$ cat src/rtl/pwm_dead_time_generator.sv
// Turns each raw PWM channel into a complementary high/low pair with programmable
// break-before-make dead time and a shared sticky fault shutdown.
module pwm_dead_time_generator #(
    parameter int unsigned OUTPUTS    = 4,
    parameter int unsigned DEAD_WIDTH = 8
) (
    input  logic                  clk,
    input  logic                  rst,
    input  logic [OUTPUTS-1:0]    pwm_in,
    input  logic [OUTPUTS-1:0]    pwm_en_in,
    input  logic [DEAD_WIDTH-1:0] riseDeadTime,
    input  logic [DEAD_WIDTH-1:0] fallDeadTime,
    input  logic [OUTPUTS-1:0]    invertHigh,
    input  logic [OUTPUTS-1:0]    invertLow,
    input  logic                  faultEnable,
    input  logic                  fault_in,
    input  logic                  faultClear,
    input  logic                  faultIrqEnable,
    output logic [OUTPUTS-1:0]    pwm_high,
    output logic [OUTPUTS-1:0]    pwm_low,
    output logic [OUTPUTS-1:0]    pwm_oe,
    output logic [OUTPUTS-1:0]    deadActive,
    output logic                  faultFlag,
    output logic                  fault_irq
);

    typedef enum logic [2:0] {StIdle, StDead, StHigh, StLow, StFault} stateT;

    logic                faultSet;
    logic                faultFlagNext;
    logic [OUTPUTS-1:0]  highActive;
    logic [OUTPUTS-1:0]  lowActive;

    // Set dominates clear so a persisting fault can never be cleared away.
    assign faultSet = fault_in & faultEnable;

    always_comb begin
        faultFlagNext = faultFlag;
        if (faultSet) begin
            faultFlagNext = 1'b1;
        end else if (faultClear) begin
            faultFlagNext = 1'b0;
        end
    end

    always_ff @(posedge clk) begin
        if (rst) begin
            faultFlag <= 1'b0;
        end else begin
            faultFlag <= faultFlagNext;
        end
    end

    for (genvar i = 0; i < OUTPUTS; i++) begin : gChan
        stateT                 stateQ, stateD;
        logic [DEAD_WIDTH-1:0] countQ, countD;
        logic                  targetQ, targetD;
        logic                  chanHigh, chanLow, chanDead;

        always_ff @(posedge clk) begin
            if (rst) begin
                stateQ  <= StIdle;
                countQ  <= '0;
                targetQ <= 1'b0;
            end else begin
                stateQ  <= stateD;
                countQ  <= countD;
                targetQ <= targetD;
            end
        end

        always_comb begin
            stateD  = stateQ;
            countD  = countQ;
            targetD = targetQ;
            if (faultFlag) begin
                stateD = StFault;
            end else if (!pwm_en_in[i]) begin
                stateD = StIdle;
            end else begin
                unique case (stateQ)
                    StIdle: begin
                        targetD = pwm_in[i];
                        countD  = pwm_in[i] ? riseDeadTime : fallDeadTime;
                        stateD  = StDead;
                    end
                    StHigh: begin
                        if (!pwm_in[i]) begin
                            targetD = 1'b0;
                            countD  = fallDeadTime;
                            stateD  = StDead;
                        end
                    end
                    StLow: begin
                        if (pwm_in[i]) begin
                            targetD = 1'b1;
                            countD  = riseDeadTime;
                            stateD  = StDead;
                        end
                    end
                    StDead: begin
                        // A level change mid-gap restarts the gap for the new direction.
                        if (pwm_in[i] != targetQ) begin
                            targetD = pwm_in[i];
                            countD  = pwm_in[i] ? riseDeadTime : fallDeadTime;
                        end else if (countQ == '0) begin
                            stateD = targetQ ? StHigh : StLow;
                        end else begin
                            countD = countQ - 1'b1;
                        end
                    end
                    StFault: stateD = StIdle;
                    default: stateD = StIdle;
                endcase
            end
        end

        always_comb begin
            chanHigh = 1'b0;
            chanLow  = 1'b0;
            chanDead = 1'b0;
            unique case (stateQ)
                StHigh:  chanHigh = 1'b1;
                StLow:   chanLow  = 1'b1;
                StDead:  chanDead = 1'b1;
                default: ;
            endcase
        end

        assign highActive[i] = chanHigh;
        assign lowActive[i]  = chanLow;
        assign deadActive[i] = chanDead;
    end

    assign pwm_high  = highActive ^ invertHigh;
    assign pwm_low   = lowActive ^ invertLow;
    assign pwm_oe    = pwm_en_in;
    assign fault_irq = faultFlag & faultIrqEnable;

endmodule

$ cat config.mk
export PLATFORM = sky130hd
export DESIGN_NAME = pwm_dead_time_generator
export DESIGN_NICKNAME = d
export VERILOG_FILES = /design/src/rtl/pwm_dead_time_generator.sv
export SDC_FILE = /design/constraint.sdc
export NUM_CORES = 1
export LEC_CHECK = 0
export ABC_AREA = 1
export CORE_MARGIN = 2
export CORE_UTILIZATION = 66
export DETAILED_ROUTE_END_ITERATION = 7
export DONT_BUFFER_PORTS = 1
export GPL_TIMING_DRIVEN = 0
export PLACE_DENSITY = 0.93
export SYNTH_ARGS = -nofsm -noshare
export SYNTH_HDL_FRONTEND = slang
export SYNTH_SLANG_ARGS = --single-unit
$ cat constraint.sdc
create_clock -name clk -period 3.6 [get_ports clk]
set_input_delay 0.72 -clock clk [delete_from_list [all_inputs] [get_ports clk]]
set_output_delay 0.72 -clock clk [all_outputs]
set_load 0.01 [all_outputs]
==> flow_summary.yaml, run 1 <==
pwr:
  p_sw_share_pct: 39.0
  total_power_mw: 1.48
  pwr-share-comb_pct: 36.4
  p_int_mw: 0.900
  switching_power_mw: 0.576
  p_clk_share_pct: 21.4
  p_per_area_nw_per_um2: 323
  power_frac_seq_pct: 42.2
  leakage_nw: 2.35
  ir_drop_mv: 0.221
clock_tree:
  tritoncts: "done"
  hold_buffers: 0
  ctsResizeCount: 0
  cts_buffer_depth: 2
  cts_made_buffers: 5
  clock_latency_ns: 0.30
  post_cts_buffers: 0
  cts.sinks: 49
  root_buffer: "clkbuf_8"
  htreeDepth: 2
  path_clk_slew_ns: 0.09
critical_path:
  crit_path_max_fanout: 7
  worstPathArrival_ns: 1.61
  critPathCaptureType: "output port"
  critPathKind: "register to output port"
  critPathRequiredTime_ns: 2.88
  critPathSlowestCell: "nor2_1"
  cpPeakStageDelay_ns: 0.43
  worstPathCellList: "inv_1 -> nand2_1 -> nor2_1 -> xor2_1"
  worst_setup_path_start_kind: "register"
synth:
  synthesis.area_um2: 4400
  synth_area_leader_cell: "dfxtp_1"
  ys_top_cells_by_area: "dfxtp_1 (22%), nand2_1 (21%), nor2_1 (11%)"
  syn-instance-count: 786
  ys.warnings.count: 0
  syn_nets: 829
  synth.most_common_cell: "nand2_1"
  synth.top_cell.area_share_pct: 22.3
  synth_mux_area_share_pct: 0
  synthAdderAreaFrac_pct: 1.42
  ys_async_sr_fraction_pct: 0
  synth_edf_count: 0
  syn_avg_cell_area_um2: 5.60
  synth_flop_cell: "dfxtp_1"
  synthXorXnorAreaFrac_pct: 2.98
  ys_types: 38
  synthSimpleGateAreaFrac_pct: 47.1
  synth-compound-area-share_pct: 13.5
  yosysSeqAreaShare_pct: 22.3
  synth_top_family_by_area: "simple AND/OR/NAND/NOR gates"
  synth_common_cells: "nand2_1 (248), nor2_1 (128), inv_1 (91), nand3_1 (65), dfxtp_1 (49)"
  ys_ff_latch: 49
timing:
  hold_viol_final: 0
  period_share_pct: 64.8
  drv_slew: 0
  worstMarginPinSlew_ns: 0.705
  setup_slack_ns: 1.27
  finalSetupViolations: 0
  fmax_mhz: 428
  rsz0062_at_grt: "false"
  timing.setup.tns_ns: 0
  slew_headroom_pct: 53.0
  skew_ns: 0.00844
  period_minus_slack_ns: 2.33
min_path:
  hp-class: "register to register"
die:
  die_w_um: 85.7
  dieHeight_um: 85.7
  die_area_um2: 7340
  fp-row-count: 29
  core_area_um2: 6390
  start_util_pct: 68.9
  io_pins: 56
routing:
  wire_per_inst_um: 14.5
  wirelength_um: 12600
  firstDrtPassIters: 7
  route.detailed.drc: 0
  vias: 5109
  via_per_inst: 5.88
  drtAntennaViolNets: 0
  drt_iter0_drc: 561
placement:
  hpwl_um: 9590
  globalplace.congestion: 1.06
  numPlacedInstances: 863
  pre_cts_ws_ns: 1.65
  numPortBuffers: 0
cells_and_area:
  final_core_util_pct: 71.6
  insertedDiodeCount: 0
  nets: 836
  layout-drive-gt1-share_pct: 8.46
  final_cells: 869
  n_fill_cell: 584
  area_delta_synth_final_pct: 3.86
status:
  status: "completed"
grt:
  grt_use_total_pct: 33.8
  antenna_found_initial: 0
  grt_pass1_wl_um: 20100
  grt_max_degree: 14
  grt_pass1_vias: 4504
  overflow: 0
flow_run:
  drv_cap: 0
==> metal layers <==
metal | up-vias | share of wire (%) | GRT usage [%]
li1 | 2496 | - | -
met5 | - | 0 | 0
met1 | 2192 | 38 | 42.4
met4 | 0 | 6.2 | 17.0
met3 | 68 | 12 | 7.03
met2 | 353 | 44 | 55.1
==> final cells by class <==
cell class	instances	area [um^2]	area share (%)
multi-input cells	607	2860	62.6
plain buffers	31	186	4.08
clock inverters	1	5.00	0.109
flip-flops and latches	49	981	21.5
clock buffers	5	68.8	1.50
inverters	99	374	8.18
well taps	77	96.3	2.11
==> power groups by stage <==
stage / logic [mW] / registers [mW] / clock network (mW)
floorplan: 0.425 / 0.626 / 0
global placement: 0.503 / 0.632 / 0
detailed placement: 0.521 / 0.634 / 0
CTS: 0.525 / 0.622 / 0.319
global route: 0.604 / 0.627 / 0.340
finish: 0.537 / 0.623 / 0.316
==> sequential cells by signal (all words and copies together) (netlist names) <==
signal	flops
gChan.targetQ	4
gChan.countQ	32
gChan.stateQ	12
faultFlag	1
==> cells in the final DEF, fill, tap and decap left out, types with 2 or more instances in the layout <==
master,n
nand2_1,248
nor2_1,128
inv_1,91
nand3_1,65
dfxtp_1,49
o21ai_0,48
a21oi_1,27
buf_2,11
a22oi_1,11
nand4_1,10
buf_4,9
nand2_2,8
xor2_1,8
clkbuf_1,7
inv_2,7
xnor2_1,7
nand3_2,6
nor3_1,5
ha_1,5
clkbuf_8,5
nor2_4,4
a21oi_2,4
o211ai_1,4
buf_6,3
o31ai_1,3
nor2_2,3
nand2_4,2
a31oi_1,2
==> kinds of logic after synthesis <==
logic type	after synthesis
AND/OR/NAND/NOR	483
XOR/XNOR	15
adder cells (fa/ha/maj)	5
flip-flops	49
buffers and inverters	130
AO/OA/AOI/OAI	104
==> final timing paths <==
kind,startpoint,endpoint,slack (ns),cells after the start
max reg2reg,faultFlag,gChan[1].countQ[6],1.88,9
min reg2reg,gChan[1].targetQ,gChan[1].targetQ,0.51,2
max,gChan[3].stateQ[2],pwm_low[3],1.27,4
min,gChan[1].targetQ,gChan[1].targetQ,0.51,2
==> metrics by stage <==
| stage | instance area [um^2] | hold slack (ns) |
|---|---|---|
| 6_report | 4570 | 0.511 |
| 3_5_place_dp | 4500 | 0.494 |
| 4_1_cts | 4570 | 0.508 |
| 3_3_place_gp | 4500 | 0.465 |
| 5_1_grt | 4570 | 0.525 |
| 2_1_floorplan | 4400 | 0.452 |
==> critical path: cells and delay by family (launching register included) <==
kind / cells / cell delay, ns
xor+xnor: 1 / 0.30
buf+inv: 1 / 0.12
simple gates: 2 / 0.55
flops: 1 / 0.34
No activity file was read; power rests on OpenSTA's default activity.
==> run 2: changes to the inputs <==
--- a/config.mk
+++ b/config.mk
@@ -7,11 +7,11 @@
 export LEC_CHECK = 0
 export ABC_AREA = 1
 export CORE_MARGIN = 2
-export CORE_UTILIZATION = 66
+export CORE_UTILIZATION = 65
 export DETAILED_ROUTE_END_ITERATION = 7
 export DONT_BUFFER_PORTS = 1
 export GPL_TIMING_DRIVEN = 0
-export PLACE_DENSITY = 0.93
+export PLACE_DENSITY = 0.92
 export SYNTH_ARGS = -nofsm -noshare
 export SYNTH_HDL_FRONTEND = slang
 export SYNTH_SLANG_ARGS = --single-unit
==> constraint.sdc (replaced) <==
create_clock -name clk -period 2.35 [get_ports clk]
set_input_delay 0.47 -clock clk [delete_from_list [all_inputs] [get_ports clk]]
set_output_delay 0.47 -clock clk [all_outputs]
set_load 0.01 [all_outputs]
==> flow_summary.yaml, run 2 (synthesis gave the netlist of run 1 again) <==
routing:
  wl_met2_um: 5470
  via_per_inst: 5.76
  vias: 5017
  dr.max_layer_used: "met4"
  firstDrtPassIters: 5
  wirelength_um: 12500
  drtAntennaViolNets: 0
  route.detailed.drc: 0
  wire_per_inst_um: 14.4
  wl_met3_um: 1460
  drt_iter0_drc: 509
  met1_length_um: 5100
cells_and_area:
  nets: 836
  final_cell_mix: "nand2_1 (248), nor2_1 (128), inv_1 (91)"
  n_fill_cell: 576
  layout_commonest_cell: "nand2_1"
  layout-drive-gt1-share_pct: 8.56
  area_delta_synth_final_pct: 4.06
  insertedDiodeCount: 0
  largest_reg_flops: 32
  largest_registers: "gChan.countQ (32), gChan.stateQ (12), gChan.targetQ (4)"
  largest-register: "gChan.countQ"
clock_tree:
  hold_buffers: 0
  htreeDepth: 2
  post_cts_buffers: 0
  path_clk_slew_ns: 0.10
  root_buffer: "clkbuf_8"
  cts_buffer_depth: 2
  tritoncts: "done"
  cts.sinks: 49
  ctsResizeCount: 0
  cts_made_buffers: 5
  clock_latency_ns: 0.32
die:
  die_area_um2: 7450
  fp-row-count: 29
  start_util_pct: 68.2
  die_w_um: 86.3
  core_area_um2: 6460
  dieHeight_um: 86.3
  io_pins: 56
critical_path:
  worstRegToRegCells: 10
  reg2reg_to: "gChan[3].countQ[1]"
  worst_setup_path_start_kind: "register"
  critPathCaptureType: "output port"
  critPathKind: "register to output port"
  critPathRequiredTime_ns: 1.88
  reg2reg_slack_ns: 0.63
  r2r-start: "gChan[3].countQ[0]"
  crit_path_max_fanout: 7
  worstPathArrival_ns: 1.61
min_path:
  hold_path_end: "faultFlag"
  hp-class: "input pin to register"
  worstHoldStart: "fault_in"
  hold_depth: 2
timing:
  hold_viol_final: 0
  skew_ns: 0.0107
  rsz0062_at_grt: "false"
  fmax_mhz: 481
  drv_slew: 0
  period_minus_slack_ns: 2.08
  setup_slack_ns: 0.270
  period_share_pct: 88.5
  worstMarginPinSlew_ns: 0.725
  timing.setup.tns_ns: 0
  slew_headroom_pct: 51.6
  finalSetupViolations: 0
grt:
  grt_pass1_wl_um: 20300
  grt_use_total_pct: 33.8
  grt_pass1_vias: 4490
  antenna_found_initial: 0
  grt_max_degree: 15
  overflow: 0
pwr:
  p_per_area_nw_per_um2: 499
  total_power_mw: 2.29
  ir_drop_mv: 0.397
  leakage_nw: 2.35
flow_run:
  drv_cap: 0
placement:
  numPortBuffers: 0
  pre_cts_ws_ns: 0.630
  globalplace.congestion: 1.04
  hpwl_um: 9340
status:
  status: "completed"
==> run 2: per-layer routing <==
metal	vias up	track usage, %
met5	-	0
met4	0	14.9
met3	51	5.62
met2	309	54.6
met1	2161	44.5
li1	2496	-
==> run 2: cell type report <==
class / instances / area (um^2) / area share [%]
clock buffers: 6 / 72.6 / 1.58
inverters: 99 / 374 / 8.16
multi-input cells: 607 / 2860 / 62.5
plain buffers: 31 / 186 / 4.07
clock inverters: 2 / 10.0 / 0.218
flip-flops and latches: 49 / 981 / 21.4
well taps: 77 / 96.3 / 2.10
==> run 2: per-stage QoR <==
step	instance area [um^2]	utilization [%]	hold slack, ns	instances
finish	4580	70.9	0.309	871
detailed placement	4500	69.7	0.470	863
global route	4580	70.9	0.311	871
CTS	4580	70.9	0.308	871
global placement	4500	69.7	0.464	863
floorplan	4400	-	0.452	786
==> run 2: worst max-delay path by stage <==
stage,start,end,slack [ns]
6_report,gChan[3].stateQ[2],pwm_low[3],0.27
5_1_grt,gChan[3].stateQ[2],pwm_low[3],0.14
4_1_cts,gChan[3].stateQ[2],pwm_low[3],0.29
3_5_place_dp,pwm_in[2],gChan[2].countQ[5],0.63
3_3_place_gp,pwm_in[2],gChan[2].countQ[5],0.67
2_1_floorplan,gChan[3].stateQ[2],pwm_low[3],0.83
==> run 2: worst max-delay path: stages, from the launching register on <==
cell and delay [ns]:
dfxtp_1 0.34, inv_1 0.12, nand2_1 0.11, nor2_1 0.42
xor2_1 0.30
==> run 2: where the power goes <==
group          internal, mW  switching, mW  total, mW
sequential            0.899         0.0543      0.954
clock                 0.208          0.308      0.515
combinational         0.282          0.536      0.818
total                  1.39          0.898       2.29
==> run 3: changes to the inputs <==
--- a/config.mk
+++ b/config.mk
@@ -5,13 +5,13 @@
 export SDC_FILE = /design/constraint.sdc
 export NUM_CORES = 1
 export LEC_CHECK = 0
-export ABC_AREA = 1
 export CORE_MARGIN = 2
-export CORE_UTILIZATION = 65
+export CORE_UTILIZATION = 46
 export DETAILED_ROUTE_END_ITERATION = 7
 export DONT_BUFFER_PORTS = 1
 export GPL_TIMING_DRIVEN = 0
-export PLACE_DENSITY = 0.92
+export PLACE_DENSITY = 0.72
+export SETUP_SLACK_MARGIN = 0.2
 export SYNTH_ARGS = -nofsm -noshare
 export SYNTH_HDL_FRONTEND = slang
 export SYNTH_SLANG_ARGS = --single-unit
==> flow_summary.yaml, run 3 <==
synth:
  syn_avg_cell_area_um2: 7.88
  ys_top_cells_by_area: "dfxtp_1 (27%), mux2i_1 (6.5%), nor2_1 (4.9%)"
  ys_types: 62
  syn_nets: 512
  synth.top_cell.area_share_pct: 26.5
  syn-instance-count: 469
  synthesis.area_um2: 3700
  yosysSeqAreaShare_pct: 26.5
  synth_area_leader_cell: "dfxtp_1"
  ys.warnings.count: 0
  synth.most_common_cell: "dfxtp_1"
  synth_flop_cell: "dfxtp_1"
  synth_edf_count: 0
  ys_async_sr_fraction_pct: 0
  synth_common_cells: "dfxtp_1 (49), nor2_1 (48), o21ai_0 (32), mux2i_1 (24), nand2_1 (24)"
  ys_ff_latch: 49
grt:
  overflow: 0
  grt_pass1_vias: 3499
  grt_pass1_wl_um: 17700
  antenna_found_initial: 0
  grt_max_degree: 16
  grt_use_total_pct: 25.5
cells_and_area:
  insertedDiodeCount: 0
  final_area_um2: 4080
  multi_input_area_um2: 2580
  n_fill_cell: 770
  layout_commonest_cell: "nor2_1"
  largest_reg_flops: 32
  largest-register: "gChan.countQ"
  seqCellArea_um2: 988
  final_cells: 584
  layout-drive-gt1-share_pct: 13.7
  final_core_util_pct: 52.5
  final_cell_mix: "nor2_1 (48), dfxtp_1 (47), o21ai_0 (28)"
  nets: 524
  area_delta_synth_final_pct: 10.4
  largest_registers: "gChan.countQ (32), gChan.stateQ (12), gChan.targetQ (4)"
routing:
  wirelength_um: 11300
  firstDrtPassIters: 5
  drtAntennaViolNets: 0
  drt_iter0_drc: 219
  vias: 3788
  route.detailed.drc: 0
  wire_per_inst_um: 19.3
  via_per_inst: 6.49
timing:
  skew_ns: 0.0106
  fin_hold_ws_ns: 0.281
  period_minus_slack_ns: 2.15
  rsz0062_at_grt: "true"
  slew_headroom_pct: 48.2
  drv_slew: 0
  hold_viol_final: 0
  setup_slack_ns: 0.197
  worstMarginPinSlew_ns: 0.771
  period_share_pct: 91.6
  timing.setup.tns_ns: 0
  finalSetupViolations: 0
  fmax_mhz: 464
die:
  fp-row-count: 32
  core_area_um2: 7770
  die_area_um2: 8770
  start_util_pct: 47.6
  dieHeight_um: 93.6
  io_pins: 56
  die_w_um: 93.6
critical_path:
  reg2reg_to: "gChan[0].countQ[4]"
  worstPathArrival_ns: 2.32
  startpoint: "gChan[0].countQ[3]"
  r2r-start: "gChan[0].countQ[3]"
  worst_setup_path_start_kind: "register"
  reg2reg_slack_ns: 0.20
  critPathRequiredTime_ns: 2.52
  critPathCaptureType: "register"
  worstRegToRegCells: 5
  endpoint: "gChan[0].countQ[4]"
  critPathKind: "register to register"
  crit_path_max_fanout: 5
pwr:
  p_per_area_nw_per_um2: 538
  total_power_mw: 2.20
  leakage_nw: 1.49
  ir_drop_mv: 0.214
status:
  status: "completed"
placement:
  hpwl_um: 7950
  globalplace.congestion: 0.956
  pre_cts_ws_ns: -0.248
  numPortBuffers: 0
  numPlacedInstances: 571
  place_area_um2: 3820
flow_run:
  drv_cap: 0
clock_tree:
  root_buffer: "clkbuf_8"
  clock_latency_ns: 0.31
  tritoncts: "done"
  path_clk_slew_ns: 0.10
  cts_buffer_depth: 2
  hold_buffers: 0
  htreeDepth: 2
  cts.sinks: 49
  cts_made_buffers: 5
min_path:
  hp-class: "input pin to register"
run 3: area by class of cell:
class	instances	share of cell area, %
clock inverter	2	0.368
multi-input combinational	365	63.3
inverter	20	1.84
buffer	36	4.66
tap	102	3.13
clock buffer	6	1.78
sequential	49	24.2
timing repair buffer	4	0.736
run 3: kinds of logic after synthesis:
kind of cell,share of synthesized area (%)
mux,8.33
fa+ha+maj,1.69
simple gates,21.9
buf+inv,6.67
flops,26.5
compound gates,29.4
xor+xnor,5.45
run 3: where the power goes:
part / internal [mW] / total, mW / switching [mW]
sequential: 0.895 / 0.971 / 0.0764
clock: 0.211 / 0.523 / 0.312
combinational: 0.314 / 0.701 / 0.388
total: 1.42 / 2.20 / 0.777
run 3: repair_timing:
item	4_1_cts	5_1_grt
setup buffers	0	4
gates cloned	1	0
pin swaps	2	5
gates resized for setup	11	38
setup endpoints to repair	30	34
run 3: routing by layer:
metal,part of all wire (%),GRT usage (%),up-vias,wire (um)
li1,-,-,1780,-
met4,3.0,10.1,0,339
met3,7.5,3.71,30,843
met2,48,42.5,175,5390
met5,0,0,-,0
met1,42,33.2,1803,4680
run 3: worst min-delay path by stage:
| stage | from | to | cells past startpoint | slack (ns) |
|---|---|---|---|---|
| final | pwm_en_in[3] | gChan[3].stateQ[0] | 2 | 0.28 |
| after global routing | pwm_en_in[3] | gChan[3].stateQ[1] | 2 | 0.29 |
| after CTS | pwm_en_in[3] | gChan[3].stateQ[0] | 2 | 0.28 |
| after detailed placement | gChan[2].countQ[7] | gChan[2].countQ[7] | 2 | 0.47 |
| after global placement | gChan[2].countQ[7] | gChan[2].countQ[7] | 2 | 0.47 |
| after floorplan | gChan[2].countQ[7] | gChan[2].countQ[7] | 2 | 0.45 |
run 3: critical path: stages (launching register included):
cell and delay (ns):
dfxtp_4 0.35, or4_4 0.54, or4b_4 0.60, o21bai_4 0.23, mux2i_1 0.24, nor2_1 0.06
